File: src/rtl/bsg_comm_link_traffic_pkg.sv
// Shared types and constants for the comm-link traffic generator/checker.
package bsg_comm_link_traffic_pkg;

    typedef enum logic [1:0] {
        IDLE  = 2'd0,
        RUN   = 2'd1,
        DRAIN = 2'd2,
        DONE  = 2'd3
    } state_e;

    // Bits [15:0] carry the sequence number; filler bytes start here.
    localparam int seq_width_lp          = 16;
    localparam int pattern_first_byte_lp = 2;

endpackage

File: src/rtl/bsg_comm_link_traffic_pattern.sv
// Combinational packet pattern: sequence number in the low 16 bits, every
// higher byte b holds (k[7:0] + b) mod 256.
module bsg_comm_link_traffic_pattern
    import bsg_comm_link_traffic_pkg::*;
#(
    parameter int width_p = 80
) (
    input  logic [seq_width_lp-1:0] k,
    output logic [width_p-1:0]      pattern
);

    // Build the pattern byte by byte from the sequence number.
    always_comb begin
        pattern = '0;
        pattern[seq_width_lp-1:0] = k;
        for (int b = pattern_first_byte_lp; b < width_p / 8; b++) begin
            pattern[b*8 +: 8] = k[7:0] + 8'(b);
        end
    end

endmodule

File: src/rtl/bsg_comm_link_traffic_node.sv
// Core-side traffic generator and checker for one comm-link node.
//
//   state | meaning
//   ------+-------------------------------------------------------------
//   IDLE  | waiting for en_i
//   RUN   | sending packets and checking looped-back packets together
//   DRAIN | all packets sent, still collecting; idle counter armed
//   DONE  | finished (all received or timed out); left only by reset_i
module bsg_comm_link_traffic_node
    import bsg_comm_link_traffic_pkg::*;
#(
    parameter int width_p      = 80,
    parameter int iterations_p = 16,
    parameter int timeout_p    = 1024,
    parameter int ctr_width_p  = 16
) (
    input  logic                   clk_i,
    input  logic                   reset_i,
    input  logic                   en_i,
    output logic                   v_o,
    output logic [width_p-1:0]     data_o,
    input  logic                   ready_i,
    input  logic                   v_i,
    input  logic [width_p-1:0]     data_i,
    output logic                   yumi_o,
    output logic [ctr_width_p-1:0] sent_o,
    output logic [ctr_width_p-1:0] recv_o,
    output logic [ctr_width_p-1:0] err_o,
    output logic                   timeout_o,
    output logic                   done_o
);

    localparam logic [ctr_width_p-1:0] iter_lp = ctr_width_p'(iterations_p);
    localparam logic [ctr_width_p-1:0] one_lp  = ctr_width_p'(1);
    localparam int idle_width_lp = (timeout_p > 1) ? $clog2(timeout_p) : 1;
    localparam logic [idle_width_lp-1:0] idle_last_lp = idle_width_lp'(timeout_p - 1);

    state_e                   state_r;
    logic [ctr_width_p-1:0]   sent_r, recv_r, err_r;
    logic [idle_width_lp-1:0] idle_r;
    logic                     timeout_r, done_r;

    logic [seq_width_lp-1:0]  send_k, recv_k;
    logic [width_p-1:0]       exp_data;
    logic                     xfer, mismatch;
    logic [ctr_width_p-1:0]   sent_nxt, recv_nxt;

    assign send_k = seq_width_lp'(sent_r);
    assign recv_k = seq_width_lp'(recv_r);

    bsg_comm_link_traffic_pattern #(.width_p(width_p)) send_pattern (
        .k       (send_k),
        .pattern (data_o)
    );

    bsg_comm_link_traffic_pattern #(.width_p(width_p)) expect_pattern (
        .k       (recv_k),
        .pattern (exp_data)
    );

    // Outputs depend only on registered state, except yumi_o which follows v_i.
    assign v_o    = (state_r == RUN) && (sent_r < iter_lp);
    assign yumi_o = v_i && ((state_r == RUN) || (state_r == DRAIN)) && (recv_r < iter_lp);

    assign xfer     = v_o && ready_i;
    assign mismatch = (data_i != exp_data);
    assign sent_nxt = sent_r + ctr_width_p'(xfer);
    assign recv_nxt = recv_r + ctr_width_p'(yumi_o);

    assign sent_o    = sent_r;
    assign recv_o    = recv_r;
    assign err_o     = err_r;
    assign timeout_o = timeout_r;
    assign done_o    = done_r;

    // Sequencer, counters and status; transitions look at the post-event
    // counts so done_o rises the cycle right after the final receive.
    always_ff @(posedge clk_i) begin
        if (reset_i) begin
            state_r   <= IDLE;
            sent_r    <= '0;
            recv_r    <= '0;
            err_r     <= '0;
            idle_r    <= '0;
            timeout_r <= 1'b0;
            done_r    <= 1'b0;
        end else begin
            sent_r <= sent_nxt;
            recv_r <= recv_nxt;
            if (yumi_o && mismatch && (err_r != '1)) begin
                err_r <= err_r + one_lp;
            end

            case (state_r)
                IDLE: begin
                    if (en_i) state_r <= RUN;
                end
                RUN: begin
                    if (sent_nxt == iter_lp) begin
                        if (recv_nxt == iter_lp) begin
                            state_r <= DONE;
                            done_r  <= 1'b1;
                        end else begin
                            state_r <= DRAIN;
                            idle_r  <= '0;
                        end
                    end
                end
                DRAIN: begin
                    if (yumi_o) begin
                        idle_r <= '0;
                        if (recv_nxt == iter_lp) begin
                            state_r <= DONE;
                            done_r  <= 1'b1;
                        end
                    end else if (idle_r == idle_last_lp) begin
                        state_r   <= DONE;
                        done_r    <= 1'b1;
                        timeout_r <= 1'b1;
                    end else begin
                        idle_r <= idle_r + 1'b1;
                    end
                end
                DONE: begin
                end
                default: state_r <= IDLE;
            endcase
        end
    end

endmodule

File: config.mk
export PLATFORM = sky130hd
export DESIGN_NAME = bsg_comm_link_traffic_node
export DESIGN_NICKNAME = d
export VERILOG_FILES = /design/src/rtl/bsg_comm_link_traffic_pkg.sv /design/src/rtl/bsg_comm_link_traffic_pattern.sv /design/src/rtl/bsg_comm_link_traffic_node.sv
export SDC_FILE = /design/constraint.sdc
export NUM_CORES = 1
export LEC_CHECK = 0
export CAP_MARGIN = 5
export CORE_UTILIZATION = 43
export CTS_CLUSTER_DIAMETER = 40
export DETAILED_ROUTE_END_ITERATION = 8
export GPL_TIMING_DRIVEN = 0
export HOLD_SLACK_MARGIN = 0.12
export PLACE_DENSITY_LB_ADDON = 0.25
export RECOVER_POWER = 25
export SYNTH_ARGS = -nofsm -noshare
export SYNTH_HDL_FRONTEND = slang
export SYNTH_HIERARCHICAL = 1
export SYNTH_SLANG_ARGS = --single-unit
export TNS_END_PERCENT = 20
File: constraint.sdc
create_clock -name clk_i -period 3.4 [get_ports clk_i]
set_input_delay 0.68 -clock clk_i [delete_from_list [all_inputs] [get_ports clk_i]]
set_output_delay 0.68 -clock clk_i [all_outputs]
set_load 0.01 [all_outputs]
; Word-level counts from Yosys, hierarchy flattened
; Cells that the tools add are included.
[op_classes]
mux = 17
magnitude_cmp = 2
eq_ne = 13
n_addsub = 20
bitwise_logic = 1
reduce_logical = 14
[op_table]
columns = cell, count
row1 = 80-bit inequality test, 1
row2 = "8-bit by 3-bit adder with 8-bit output, second input constant", 8
row3 = 10-bit two-way mux, 4
row4 = 16-bit by 1-bit adder with 16-bit output, 2
row5 = "8-bit by 2-bit adder with 8-bit output, second input constant", 4
row6 = "8-bit by 4-bit adder with 8-bit output, second input constant", 4
row7 = "16-bit by 5-bit == test with 1-bit output, second input constant", 2
row8 = "16-bit by 5-bit less-than comparator with 1-bit output, second input constant", 2
row9 = 10-bit one-hot mux with 2 select lines, 1
row10 = "16-bit by 1-bit adder with 16-bit output, second input constant", 1
row11 = "16-bit inequality test, second input constant", 1
row12 = "10-bit by 1-bit adder with 10-bit output, second input constant", 1
row13 = "10-bit == test, second input constant", 1
row14 = 2-bit two-way mux, 5
row15 = 1-bit logical AND, 6
row16 = "3-bit by 2-bit inequality test with 1-bit output, second input constant", 2
row17 = 2-bit one-hot mux with 3 select lines, 1
row18 = 3-bit AND reduction, 2
row19 = 1-bit two-way mux, 5
row20 = 5-bit AND reduction, 1
row21 = "2-bit inequality test, second input constant", 2
row22 = 4-bit AND reduction, 1
row23 = "3-bit inequality test, second input constant", 1
row24 = 3-bit nonzero test, 1
row25 = 8 further kinds, 8
[word_totals]
input_bits = 85
regBits = 62
output_inout_bits = 132
elab_cells = 74

; Longest topological paths before layout
[depth]
word_depth = 9
depth_mapped = 15
ltp_nobuf = 15

; By module
; The synthesis kept the hierarchy.
[modules_own_cells]
columns = mod, cells_each, seq_area_each_um2, area_per_inst_um2, n_inst
row1 = bsg_comm_link_traffic_node, 526, 1241.2, 4398.0, 1
row2 = bsg_comm_link_traffic_pattern, 137, 0.0, 1034.7, 2

; Worst setup path after synthesis
; OpenSTA, ideal clock, no wires.
[synth_path]
path_kind = register to register
startpoint = register sent_r[15] (netlist: sent_o[15])
endpoint = register idle_r[3]
n_path_buf = 0
path_slack_ns = -0.697
arrival_ns = 4.009
synth_period_minus_slack_ns = 4.097
path_stages_with_launch = 14
required_ns = 3.312
setup_ns = 0.088
cell_sequence = dfxtp_1 -> or4_1 -> nor4_1 -> and2_1 -> ha_1 -> ha_1 -> nand4_2 -> or3_4 -> o21ai_1 -> o21ai_1 -> or3_4 -> o41ai_4 -> nand3_4 -> o32ai_2
[synth_via]
elab_chain_len = 7
[synth_lines]
columns = item, line_no
row1 = from (decl), bsg_comm_link_traffic_node.sv:39  ; logic [ctr_width_p-1:0] sent_r, recv_r, err_r;
row2 = from (signal assigned), bsg_comm_link_traffic_node.sv:88  ; sent_r <= sent_nxt;
row3 = 16-bit by 5-bit less-than comparator with 1-bit output, bsg_comm_link_traffic_node.sv:62  ; assign v_o = (state_r == RUN) && (sent_r < iter_lp);
row4 = 1-bit logical AND, bsg_comm_link_traffic_node.sv:62
row5 = named net v_o, bsg_comm_link_traffic_node.sv:20  ; output logic v_o,
row6 = 1-bit logical AND, bsg_comm_link_traffic_node.sv:65  ; assign xfer = v_o && ready_i;
row7 = 16-bit by 1-bit adder with 16-bit output, bsg_comm_link_traffic_node.sv:67  ; assign sent_nxt = sent_r + ctr_width_p'(xfer);
row8 = 16-bit by 5-bit == test with 1-bit output, bsg_comm_link_traffic_node.sv:99  ; if (sent_nxt == iter_lp) begin
row9 = 2-bit by 1-bit inequality test with 1-bit output (no line), --
row10 = 4-bit AND reduction (no line), --
row11 = to (signal assigned), bsg_comm_link_traffic_node.sv:121  ; idle_r <= idle_r + 1'b1;
row12 = to (decl), bsg_comm_link_traffic_node.sv:40  ; logic [idle_width_lp-1:0] idle_r;
; The timed path passes the listed nets, and every way through them passes these cells.
; A chain may end at the register's enable or synchronous reset.

; Worst setup path after layout
[layout_path]
startpoint = register sent_r[11] (netlist: sent_o[11])
endpoint = register idle_r[4]
[layout_via]
elab_chain_len = 7
[layout_lines]
columns = item, line_no
row1 = 16-bit by 5-bit less-than comparator with 1-bit output, bsg_comm_link_traffic_node.sv:62
row2 = 1-bit logical AND, bsg_comm_link_traffic_node.sv:62
row3 = 1-bit logical AND, bsg_comm_link_traffic_node.sv:65
row4 = 16-bit by 1-bit adder with 16-bit output *, bsg_comm_link_traffic_node.sv:67
row5 = 16-bit by 5-bit == test with 1-bit output *, bsg_comm_link_traffic_node.sv:99
row6 = 2-bit by 1-bit inequality test with 1-bit output (no line) *, --
row7 = 4-bit AND reduction (no line) *, --
; Mark *: on every way between the ends. The rest lies on a longest branch, timed or not.

==> summary.md <==
| Metric | Value |
|---|---|
| Status | `finished, violations left` |
| Failing checks | `negative setup slack` |
| Vias/cell | `5.11` |
| Syn_area_per_cell | `8.08 um2` |
| H-tree Lvls | `3` |
| Critical path arrival | `3.80 ns` |
| Setup violators final | `10` |
| TritonCTS buffer count | `9` |
| Area growth, synth to finish | `52.0%` |
| Pin count of the biggest net entering global routing | `20` |
| Tot GR Track Use | `23.6%` |
| Setup Skew | `0.00900 ns` |
| Placer Congestion | `0.896` |
| Peak Freq | `282 MHz` |
| Slew HR | `56.4%` |
| Core box area | `14600 um2` |
| GR peak layer | `met2` |
| Synth Cell Area | `6470 um2` |
| Worst r2r src | `sent_o[11]` |
| Clock transition at the registers of the reported paths | `0.06 ns` |
| Layout fillers | `1170` |
| Die height | `125 um` |
| Final hold viol count | `0` |
| Initial Util | `44.3%` |
| Final worst-path cycle share | `104%` |
| Die Area | `15500 um2` |
| Mapped Nets | `921` |
| First-pass iteration count of the detailed router | `7` |
| Initial antenna violation count | `0` |
| Cell area after layout | `9830 um2` |
| Util after Layout | `67.4%` |
| Commonest cells after routing, fill and taps aside | `clkdlybuf4s50_1, xnor2_1, buf_4, nor2_1, xor2_1` |
| # DRC | `0` |
| Mapped Cells | `800` |
| Ant diodes | `0` |
| TritonCTS sink count | `62` |
| WHS Endpoint | `done_o` |
| WHS | `0.445 ns` |
| Max cap viols | `0` |
| Crit path cell chain | `or4_4, nor4_4, and2_4, ha_4, ha_4, nand4_4, or3_4, mux2i_4, o21ai_1, or3_4, o41ai_4, buf_6, nand3_4, o32ai_2` |
| Max incr delay on CP | `0.53 ns` |
| Fin crit period | `3.55 ns` |
| Post-synth EDFFs | `0` |
| Ys flop type | `dfxtp_1` |
| Yosys warnings | `6` |
| Worst Max-Slew Pin Slew | `0.654 ns` |
| Hold Path Depth | `2` |
| ANT nets after route | `0` |
| Crit-path max FO | `6` |
| First-pass GRT wire length | `30000 um` |
| Worst endpoint required time | `3.65 ns` |
| Pwr Density | `317 nW/um2` |
| R2R Setup Slk | `-0.15 ns` |
| Nets | `1176` |
| M1 GR Usage | `31.2%` |
| Via count | `6356` |
| Crit path capture type | `flop` |
| Critical path type | `reg -> reg` |
| HPWL after DPL | `14000 um` |
| WL per Instance | `15.3 um` |
| Routing usage on met2 | `39.6%` |
| Worst Path Buf+Inv | `1` |
| Commonest non-fill, non-tap cell in the layout | `clkdlybuf4s50_1` |
| Core Rows | `44` |
| Non-Filler Instances | `1244` |
| Placement Cell Area | `8960 um2` |
| Asr flop ratio synth | `0%` |
| CTS tree | `done` |
| Flops & latches, synth | `62` |
| Final WL | `19100 um` |
| Family with the most delay on the worst path | `simple AND/OR/NAND/NOR gates` |
| Reg2reg path depth | `14` |
| Worst-case clock buffer depth | `2` |
| I/O pin count | `217` |
| Final WS setup | `-0.151 ns` |
| Yosys cell types | `72` |
| RR Endpoint | `idle_r[4]` |
| Hold path start | `done_o` |
| CP Launch Type | `flop` |
| Slowest-stage cell, CP | `or4_4` |
| Grt total ovfl | `0` |
| Cts hold-fix bufs | `0` |
| Hold crit path type | `reg -> reg` |
| DR iter-0 viols | `289` |
| Port Buffer Count | `216` |
| Max Slew Vio Count | `0` |
| Share of layout cells above drive strength 1 | `21.4%` |
| Seq/Total Area, Yosys | `19.2%` |
| Die Span X | `125 um` |
| Lkg Pwr | `0.00399 uW` |
| M3 GR Usage | `3.31%` |
| RSZ-0062 raised after global routing | `yes` |
| Worst-Skew Late Latency | `0.33 ns` |
| Max VDD drop | `0.354 mV` |
| Placed Cells | `1200` |
| Root Driver | `clkbuf_16` |
| Via count of the first global-routing pass | `5949` |
==> layout make-up <==
| cell class | count | area, um2 | area share (%) |
|---|---|---|---|
| flip-flops and latches | 62 | 1290 | 13.1 |
| well taps | 184 | 230 | 2.34 |
| repair buffers | 246 | 2400 | 24.4 |
| inverters | 31 | 119 | 1.21 |
| multi-input cells | 613 | 4840 | 49.2 |
| plain buffers | 92 | 658 | 6.69 |
| clock inverters | 7 | 75.1 | 0.763 |
| clock buffers | 9 | 225 | 2.29 |
==> logic make-up after synthesis <==
group | synth area share, %
buffers and inverters | 12.0
adder cells (fa/ha/maj) | 6.96
AND/OR/NAND/NOR | 25.4
flip-flops | 19.2
XOR/XNOR | 25.3
multiplexers | 0.987
AO/OA/AOI/OAI | 10.1
==> repair_timing <==
item | 4_1_cts | 5_1_grt
endpoints found under the setup margin | 31 | 37
pin swaps | 15 | 29
hold endpoints to repair | 0 | 0
buffers inserted | 12 | 18
gates resized for setup | 41 | 52
==> per-stage QoR <==
step                      total power [uW]  setup TNS, ns  setup slack [ns]
after floorplan                       1590          -1.40            -0.216
after global placement                2000         -22.32             -1.07
after detailed placement              2020         -23.32             -1.12
after CTS                             3020          -2.95            -0.298
after global routing                  3280          -3.12            -0.303
final                                 3120          -1.05            -0.151
==> sequential cells by signal, indices dropped and copies added (netlist names) <==
name       flops
done_o         1
err_o         16
idle_r        10
recv_o        16
sent_o        16
state_r        2
timeout_o      1
==> cell usage after synthesis, types with 3 or more instances <==
master	n	area share, %
buf_1	3	0.17
o21ai_0	13	1.0
o21bai_1	4	0.46
nor4_1	18	1.7
a21oi_2	4	0.54
nand2_1	35	2.0
xnor2_1	112	15
nand4_2	3	0.58
o31ai_1	9	1.0
buf_2	11	0.85
nand3_1	34	2.6
buf_6	7	1.2
and2_1	3	0.29
inv_1	31	1.8
or4_1	10	1.2
a32oi_1	3	0.41
xor2_1	75	10
buf_4	64	7.4
and4_1	3	0.41
nand2b_1	15	1.5
a21oi_1	23	1.8
and3_1	8	0.77
clkbuf_1	9	0.52
o21ai_1	4	0.31
dfxtp_1	62	19
ha_1	36	7.0
nand4_1	29	2.8
nor3_1	10	0.77
nand3_4	3	0.81
nor2_1	80	4.6
mux2i_1	3	0.46
or3_1	4	0.39
mux2_2	3	0.52
nor2b_1	15	1.5
a31oi_1	6	0.58
==> how the worst max path moves through the flow <==
stage,start,endpoint,slack (ns),depth (start not counted)
CTS,sent_o[15],state_r[0],-0.30,13
finish,sent_o[11],idle_r[4],-0.15,14
detailed placement,v_i,idle_r[3],-1.12,14
global placement,v_i,idle_r[3],-1.07,14
floorplan,sent_o[15],idle_r[3],-0.22,13
global route,state_r[1],idle_r[6],-0.30,17
==> worst min-delay path: stages (launching register included) <==
cell	delay [ns]
dfxtp_1	0.30
inv_1	0.05
a21oi_1	0.05
==> routing by layer <==
layer	vias to the layer above	routed length, um
met1	2968	8690
met4	0	320
met3	26	823
met5	-	0
li1	3193	-
met2	169	9220
==> power by group <==
part | switching, uW | total [uW] | leakage, uW | internal (uW)
combinational | 583 | 1370 | 0.00333 | 787
clock | 350 | 919 | 0.000149 | 569
sequential | 66.2 | 827 | 0.000512 | 761
total | 1000 | 3120 | 0.00399 | 2120
Note: power is estimated with default switching activity, not from simulation.
